`src/rtl/tt_sweep_ctrl_pkg.sv`:
```
// Shared definitions for the truth-table sweep controller.
//   sweep_state_e : FSM state encoding (IDLE=0, DRIVE=1, SAMPLE=2, DONE=3)
//   tt_width()    : truth-table width for an N-input unit (2**N)
//   cnt_width()   : register width needed to hold a DWELL-1 load value
package tt_sweep_ctrl_pkg;

  typedef enum logic [1:0] {
    ST_IDLE   = 2'd0,
    ST_DRIVE  = 2'd1,
    ST_SAMPLE = 2'd2,
    ST_DONE   = 2'd3
  } sweep_state_e;

  function automatic int tt_width(input int n_in);
    return 1 << n_in;
  endfunction

  // Never narrower than one bit, even when DWELL=1 loads a value of 0.
  function automatic int cnt_width(input int dwell);
    return (dwell > 1) ? $clog2(dwell) : 1;
  endfunction

endpackage

```
`src/rtl/tt_dwell_cnt.sv`:
```
// Loadable down-counter that times how long a vector is held.
//   clk, rst_n : clock, async active-low reset (count clears to 0)
//   load       : load DWELL-1 (has priority over dec)
//   dec        : decrement by one; holds at zero
//   zero       : count is zero
module tt_dwell_cnt
  import tt_sweep_ctrl_pkg::*;
#(
  parameter int DWELL = 4
) (
  input  logic clk,
  input  logic rst_n,
  input  logic load,
  input  logic dec,
  output logic zero
);

  localparam int CW = cnt_width(DWELL);
  localparam logic [CW-1:0] LOAD_VAL = CW'(DWELL - 1);
  localparam logic [CW-1:0] ONE      = CW'(1);

  logic [CW-1:0] cnt;

  always_ff @(posedge clk or negedge rst_n) begin
    if (!rst_n) begin
      cnt <= '0;
    end else if (load) begin
      cnt <= LOAD_VAL;
    end else if (dec && (cnt != '0)) begin
      cnt <= cnt - ONE;
    end
  end

  assign zero = (cnt == '0);

endmodule

```
`src/rtl/tt_sweep_ctrl.sv`:
```
// Truth-table sweep controller: steps a combinational unit through every
// input vector, holds each for DWELL cycles, samples its f/g outputs on the
// following SAMPLE cycle, and compares the captured tables against expected
// tables latched at start.
//   clk, rst_n      : clock, async active-low reset
//   start           : begin a sweep (IDLE only)
//   abort           : cancel a sweep (DRIVE/SAMPLE only)
//   exp_f, exp_g    : expected tables, bit i = vector i (latched at start)
//   vec             : vector driven to the unit (msb=a ... lsb=d)
//   dut_f, dut_g    : unit outputs
//   busy            : sweep in progress
//   done            : one-cycle completion pulse
//   pass            : completed with no mismatch, held until next start
//   tt_f, tt_g      : captured tables
//   err_valid       : a mismatch has been seen
//   err_idx         : lowest mismatching vector index
//   state_dbg       : current FSM state
// Protocol: start is a single-cycle request accepted only while busy=0;
// completion is reported by exactly one done pulse, after which busy=0.
// An abort or reset ends the sweep with no done pulse.
module tt_sweep_ctrl
  import tt_sweep_ctrl_pkg::*;
#(
  parameter  int N_IN  = 4,
  parameter  int DWELL = 4,
  localparam int TT_W  = 1 << N_IN
) (
  input  logic            clk,
  input  logic            rst_n,
  input  logic            start,
  input  logic            abort,
  input  logic [TT_W-1:0] exp_f,
  input  logic [TT_W-1:0] exp_g,
  output logic [N_IN-1:0] vec,
  input  logic            dut_f,
  input  logic            dut_g,
  output logic            busy,
  output logic            done,
  output logic            pass,
  output logic [TT_W-1:0] tt_f,
  output logic [TT_W-1:0] tt_g,
  output logic            err_valid,
  output logic [N_IN-1:0] err_idx,
  output logic [1:0]      state_dbg
);

  localparam logic [N_IN-1:0] IDX_LAST = '1;
  localparam logic [N_IN-1:0] IDX_ONE  = N_IN'(1);

  sweep_state_e    state, state_next;
  logic [N_IN-1:0] idx, idx_next;
  logic [TT_W-1:0] exp_f_q, exp_g_q;
  logic            cnt_load, cnt_dec, cnt_zero;
  logic            start_sweep, capture, finish, aborting;
  logic            mism, busy_next;

  tt_dwell_cnt #(.DWELL(DWELL)) u_dwell (
    .clk   (clk),
    .rst_n (rst_n),
    .load  (cnt_load),
    .dec   (cnt_dec),
    .zero  (cnt_zero)
  );

  // Mismatch of the live unit outputs against the latched expectation.
  assign mism = (dut_f != exp_f_q[idx]) || (dut_g != exp_g_q[idx]);

  always_ff @(posedge clk or negedge rst_n) begin
    if (!rst_n) state <= ST_IDLE;
    else        state <= state_next;
  end

  always_comb begin
    state_next  = state;
    idx_next    = idx;
    cnt_load    = 1'b0;
    cnt_dec     = 1'b0;
    start_sweep = 1'b0;
    capture     = 1'b0;
    finish      = 1'b0;
    aborting    = 1'b0;
    case (state)
      ST_IDLE: begin
        if (start) begin
          start_sweep = 1'b1;
          cnt_load    = 1'b1;
          idx_next    = '0;
          state_next  = ST_DRIVE;
        end
      end
      ST_DRIVE: begin
        if (abort) begin
          aborting   = 1'b1;
          state_next = ST_IDLE;
        end else if (cnt_zero) begin
          state_next = ST_SAMPLE;
        end else begin
          cnt_dec = 1'b1;
        end
      end
      ST_SAMPLE: begin
        // Abort wins over the capture scheduled for this edge.
        if (abort) begin
          aborting   = 1'b1;
          state_next = ST_IDLE;
        end else begin
          capture = 1'b1;
          if (idx == IDX_LAST) begin
            finish     = 1'b1;
            state_next = ST_DONE;
          end else begin
            idx_next   = idx + IDX_ONE;
            cnt_load   = 1'b1;
            state_next = ST_DRIVE;
          end
        end
      end
      ST_DONE: begin
        state_next = ST_IDLE;
      end
      default: state_next = ST_IDLE;
    endcase
  end

  assign busy_next = (state_next == ST_DRIVE) || (state_next == ST_SAMPLE);

  always_ff @(posedge clk or negedge rst_n) begin
    if (!rst_n) begin
      idx       <= '0;
      vec       <= '0;
      busy      <= 1'b0;
      done      <= 1'b0;
      pass      <= 1'b0;
      exp_f_q   <= '0;
      exp_g_q   <= '0;
      tt_f      <= '0;
      tt_g      <= '0;
      err_valid <= 1'b0;
      err_idx   <= '0;
    end else begin
      idx  <= idx_next;
      vec  <= busy_next ? idx_next : '0;
      busy <= busy_next;
      done <= (state_next == ST_DONE);
      if (start_sweep) begin
        exp_f_q   <= exp_f;
        exp_g_q   <= exp_g;
        tt_f      <= '0;
        tt_g      <= '0;
        pass      <= 1'b0;
        err_valid <= 1'b0;
        err_idx   <= '0;
      end
      if (capture) begin
        tt_f[idx] <= dut_f;
        tt_g[idx] <= dut_g;
        if (mism && !err_valid) begin
          err_valid <= 1'b1;
          err_idx   <= idx;
        end
      end
      // The last sample lands on the same edge, so fold it in directly.
      if (finish)   pass <= !(err_valid || mism);
      if (aborting) pass <= 1'b0;
    end
  end

  assign state_dbg = state;

endmodule

```
`config.mk`:
```
export PLATFORM = sky130hd
export DESIGN_NAME = tt_sweep_ctrl
export DESIGN_NICKNAME = d
export VERILOG_FILES = /design/src/rtl/tt_sweep_ctrl_pkg.sv /design/src/rtl/tt_dwell_cnt.sv /design/src/rtl/tt_sweep_ctrl.sv
export SDC_FILE = /design/constraint.sdc
export NUM_CORES = 1
export LEC_CHECK = 0
export CORE_ASPECT_RATIO = 0.6
export CORE_MARGIN = 2
export CORE_UTILIZATION = 50
export DETAILED_ROUTE_END_ITERATION = 7
export GPL_TIMING_DRIVEN = 1
export MAX_ROUTING_LAYER = met4
export PLACE_DENSITY = 0.87
export SETUP_SLACK_MARGIN = 0.05
export SLEW_MARGIN = 15
export SYNTH_ARGS = -nofsm -noshare
export SYNTH_HDL_FRONTEND = slang
export SYNTH_HIERARCHICAL = 1
export SYNTH_SLANG_ARGS = --single-unit
```
`constraint.sdc`:
```
create_clock -name clk -period 2.7 [get_ports clk]
set_input_delay 0.54 -clock clk [delete_from_list [all_inputs] [get_ports clk]]
set_output_delay 0.54 -clock clk [all_outputs]
set_load 0.1 [all_outputs]
```
==> summary.txt, run 1 <==
GRT Resource Usage Total: 24.6%
Post-synthesis sequential area ratio: 55.5%
EDFF count, synth: 0
CTS Buf Count: 9
Vias in the first global route: 2934
Via Count: 2867
Clk root buf: clkbuf_16
Largest family of logic cells by synthesized area: multiplexers
Antenna cells: 0
Clock Skew: 0.00625 ns
Final hold violation count: 0
Global-route wire length before repair: 15000 um
Synth async-reset ratio: 100%
Via density: 5.36
Cts repair resizes: 0
Hold-fix buffers, CTS: 0
Synth Area in XOR/XNOR: 0%
Leak Pwr: 2.25 nW
Final setup viols: 0
M1 WL: 4360 um
Initial antenna violation count: 0
Post-synthesis area per instance: 11.4 um^2
P&R area growth vs syn: 31.3%
Max Root-Sink Buffers: 2
Compound-gate portion of the synthesized area: 8.95%
Reg-to-reg endpoint: err_idx[0]
CP Launch Point: idx[0]
Post-route antenna net violation count: 0
I/O pin count: 84
Top sig layer: met4
RSZ-0062 raised after global routing: no
Pwr Density: 840 nW/um^2
Routed wire per std cell: 17.2 um
Synth cell types: 37
Ys flop type: dfrtp_1
Layout cell share with drive strength beyond 1: 28.3%
GRT overflow: 0
Crit-path cells: buf_4 > mux4_1 > a22oi_1 > a21oi_2 > o41ai_4 > mux2i_1
Worst R2R Start: idx[0]
Synth area leaders: dfrtp_1, mux2_2, nand2_1
Simple-Gate Fraction of Synth Area: 13.5%
Yosys reg bits: 84
Post-CTS setup buffer count: 0
Rel. slew slack: 61.0%
R2R cell count: 6
Clk Latency, worst-skew pair: 0.34 ns
Drt total wl: 9200 um
Largest net degree at the start of global routing: 47
Max capacitance violation total: 0
Final Cycle Share: 87.0%
Multiplexer share of the synthesized area: 16.4%
Worst Hold Class: input port to asynchronous set/reset pin
Tightest Pin Transition: 0.586 ns
Met2 wire length: 4070 um
Synth cell count leaders: dfrtp_1, nand2_1, o21ai_0
IO Port Bufs: 83
Maximum vdd drop: 0.582 mV
Crit Path Max Fanout: 8
Status: completed
Clk sinks: 84
Count leader, synth: dfrtp_1
Gpl congestion: 0.871
Post-synth top area share: 55.5%
Slowest Stage Delay on Critical Path: 0.62 ns
Setup crit end: err_idx[0]
Post-synthesis cell area: 3790 um^2
Die Width: 116 um
Critical path class: register to register
Yosys warning count: 6
Reg2Reg Setup Slack: 0.35 ns
Final min period: 2.35 ns
Crit path arrival time: 2.60 ns
DRT Pass-1 Iters: 4
Slew Viols, Final: 0
DR WL met3: 671 um
DP HPWL: 6710 um
H-tree levels: 3
CP required: 2.96 ns
Die span in y: 71.4 um
Core ar.: 7300 um^2
Cells after Synth: 333
CTS clock-pin slew for the worst setup and hold paths: 0.06 ns
Type of destination of the critical path: register
CTS tree: yes
Max Clock Freq: 426 MHz
Fin nets: 473
Die area: 8310 um^2
Post-synthesis adder-cell area fraction: 2.97%
DRC: 0
DR iter-0 viols: 191
Leading area contributor after synthesis: dfrtp_1
Crit path launch type: register
FP Rows: 24
Final Power: 4.18 mW
Synthesized Nets: 380
Setup tns final: 0 ns
Fillers: 533
Crit-path slowest cell: mux4_1
Starting Density: 51.9%
## cell usage in the layout (no fill, tap or decap), types with 2 or more instances in the layout
cell type        netlist  routed
mux4_2                 5       5
a21oi_2                2       2
nand2_1               63      62
o22ai_1                2       2
a21boi_0               2       2
inv_1                 12      12
a22oi_1                2       2
clkbuf_16              0       9
mux4_1                 3       3
buf_4                  0      58
mux2i_1                7       7
a21oi_1                4       4
inv_6                  0       2
ha_1                   9       9
nor2_1                17      17
o21ai_0               35      35
and2_1                 5       5
mux2_2                32      32
nand3_1               15      15
nor2b_1                5       5
clkinvlp_4             0       2
dfrtp_1               84      83
a22oi_2                2       2
clkdlybuf4s50_1        0      36
## layer usage
layer,track usage [%],up-vias
met4,6.22,0
met1,34.5,1425
li1,-,1331
met5,-,-
met3,7.36,11
met2,35.5,100
## state kept, by name, indices dropped and copies added, names as in the netlist
signal,count
exp_g_q,16
err_valid,1
u_dwell/cnt,2
idx,4
tt_f,16
busy,1
done,1
exp_f_q,16
pass,1
vec,4
state_dbg,2
tt_g,16
err_idx,4
## metrics by stage
stage / worst slack [ns] / utilization [%] / hold WS (ns) / instances / instance area [um^2]
after global routing: 0.233 / 68.2 / 0.241 / 535 / 4970
after detailed placement: 0.246 / 63.9 / 0.489 / 519 / 4660
after floorplan: 0.123 / - / 0.244 / 333 / 3790
final: 0.352 / 68.2 / 0.199 / 535 / 4970
after CTS: 0.367 / 68.2 / 0.223 / 535 / 4970
after global placement: 0.391 / 63.9 / 0.481 / 519 / 4660
## worst min path at each step
stage	start	slack, ns	end	cells after the start
global placement	exp_f_q[2]	0.48	exp_f_q[2]	1
finish	rst_n	0.20	tt_g[0]	1
floorplan	rst_n	0.24	busy	0
CTS	rst_n	0.22	tt_f[0]	1
global route	rst_n	0.24	tt_g[0]	1
detailed placement	exp_f_q[1]	0.49	exp_f_q[1]	1
## cell families after synthesis
group | after synthesis
adders and majority gates | 9
and+or+nand+nor | 115
DFF | 84
AOI/OAI and AO/OA | 54
buffers and inverters | 24
muxes | 47
## worst max-delay path, delay by kind of cell, from the launching register on
family                 cells  cell delay [ns]
DFF                        1             0.34
AOI/OAI and AO/OA          3             0.88
buffers and inverters      1             0.19
muxes                      2             0.86
## power breakdown
| part | total [mW] | internal [mW] | leakage, nW | switching, mW |
|---|---|---|---|---|
| Sequential | 1.71 | 1.55 | 1.09 | 0.157 |
| Combinational | 1.20 | 0.559 | 1.02 | 0.643 |
| Clock | 1.27 | 0.750 | 0.146 | 0.521 |
## area by class of cell
| type | count | area (um^2) | area share, % |
|---|---|---|---|
| Sequential cell | 84 | 2100 | 42.3 |
| Multi-Input combinational cell | 225 | 1590 | 31.9 |
| Timing Repair Buffer | 94 | 796 | 16.0 |
| Clock buffer | 10 | 239 | 4.81 |
| Tap cell | 104 | 130 | 2.62 |
| Clock inverter | 6 | 71.3 | 1.43 |
| Inverter | 12 | 45.0 | 0.906 |
No activity file was read; power rests on OpenSTA's default activity.
==> run 2: changes to the inputs <==
--- a/config.mk
+++ b/config.mk
@@ -8,6 +8,7 @@
 export CORE_ASPECT_RATIO = 0.6
 export CORE_MARGIN = 2
 export CORE_UTILIZATION = 50
+export CTS_CLUSTER_DIAMETER = 40
 export DETAILED_ROUTE_END_ITERATION = 7
 export GPL_TIMING_DRIVEN = 1
 export MAX_ROUTING_LAYER = met4
==> results of run 2 <==
The final DEF is identical to that of run 1; final timing and power are the same.
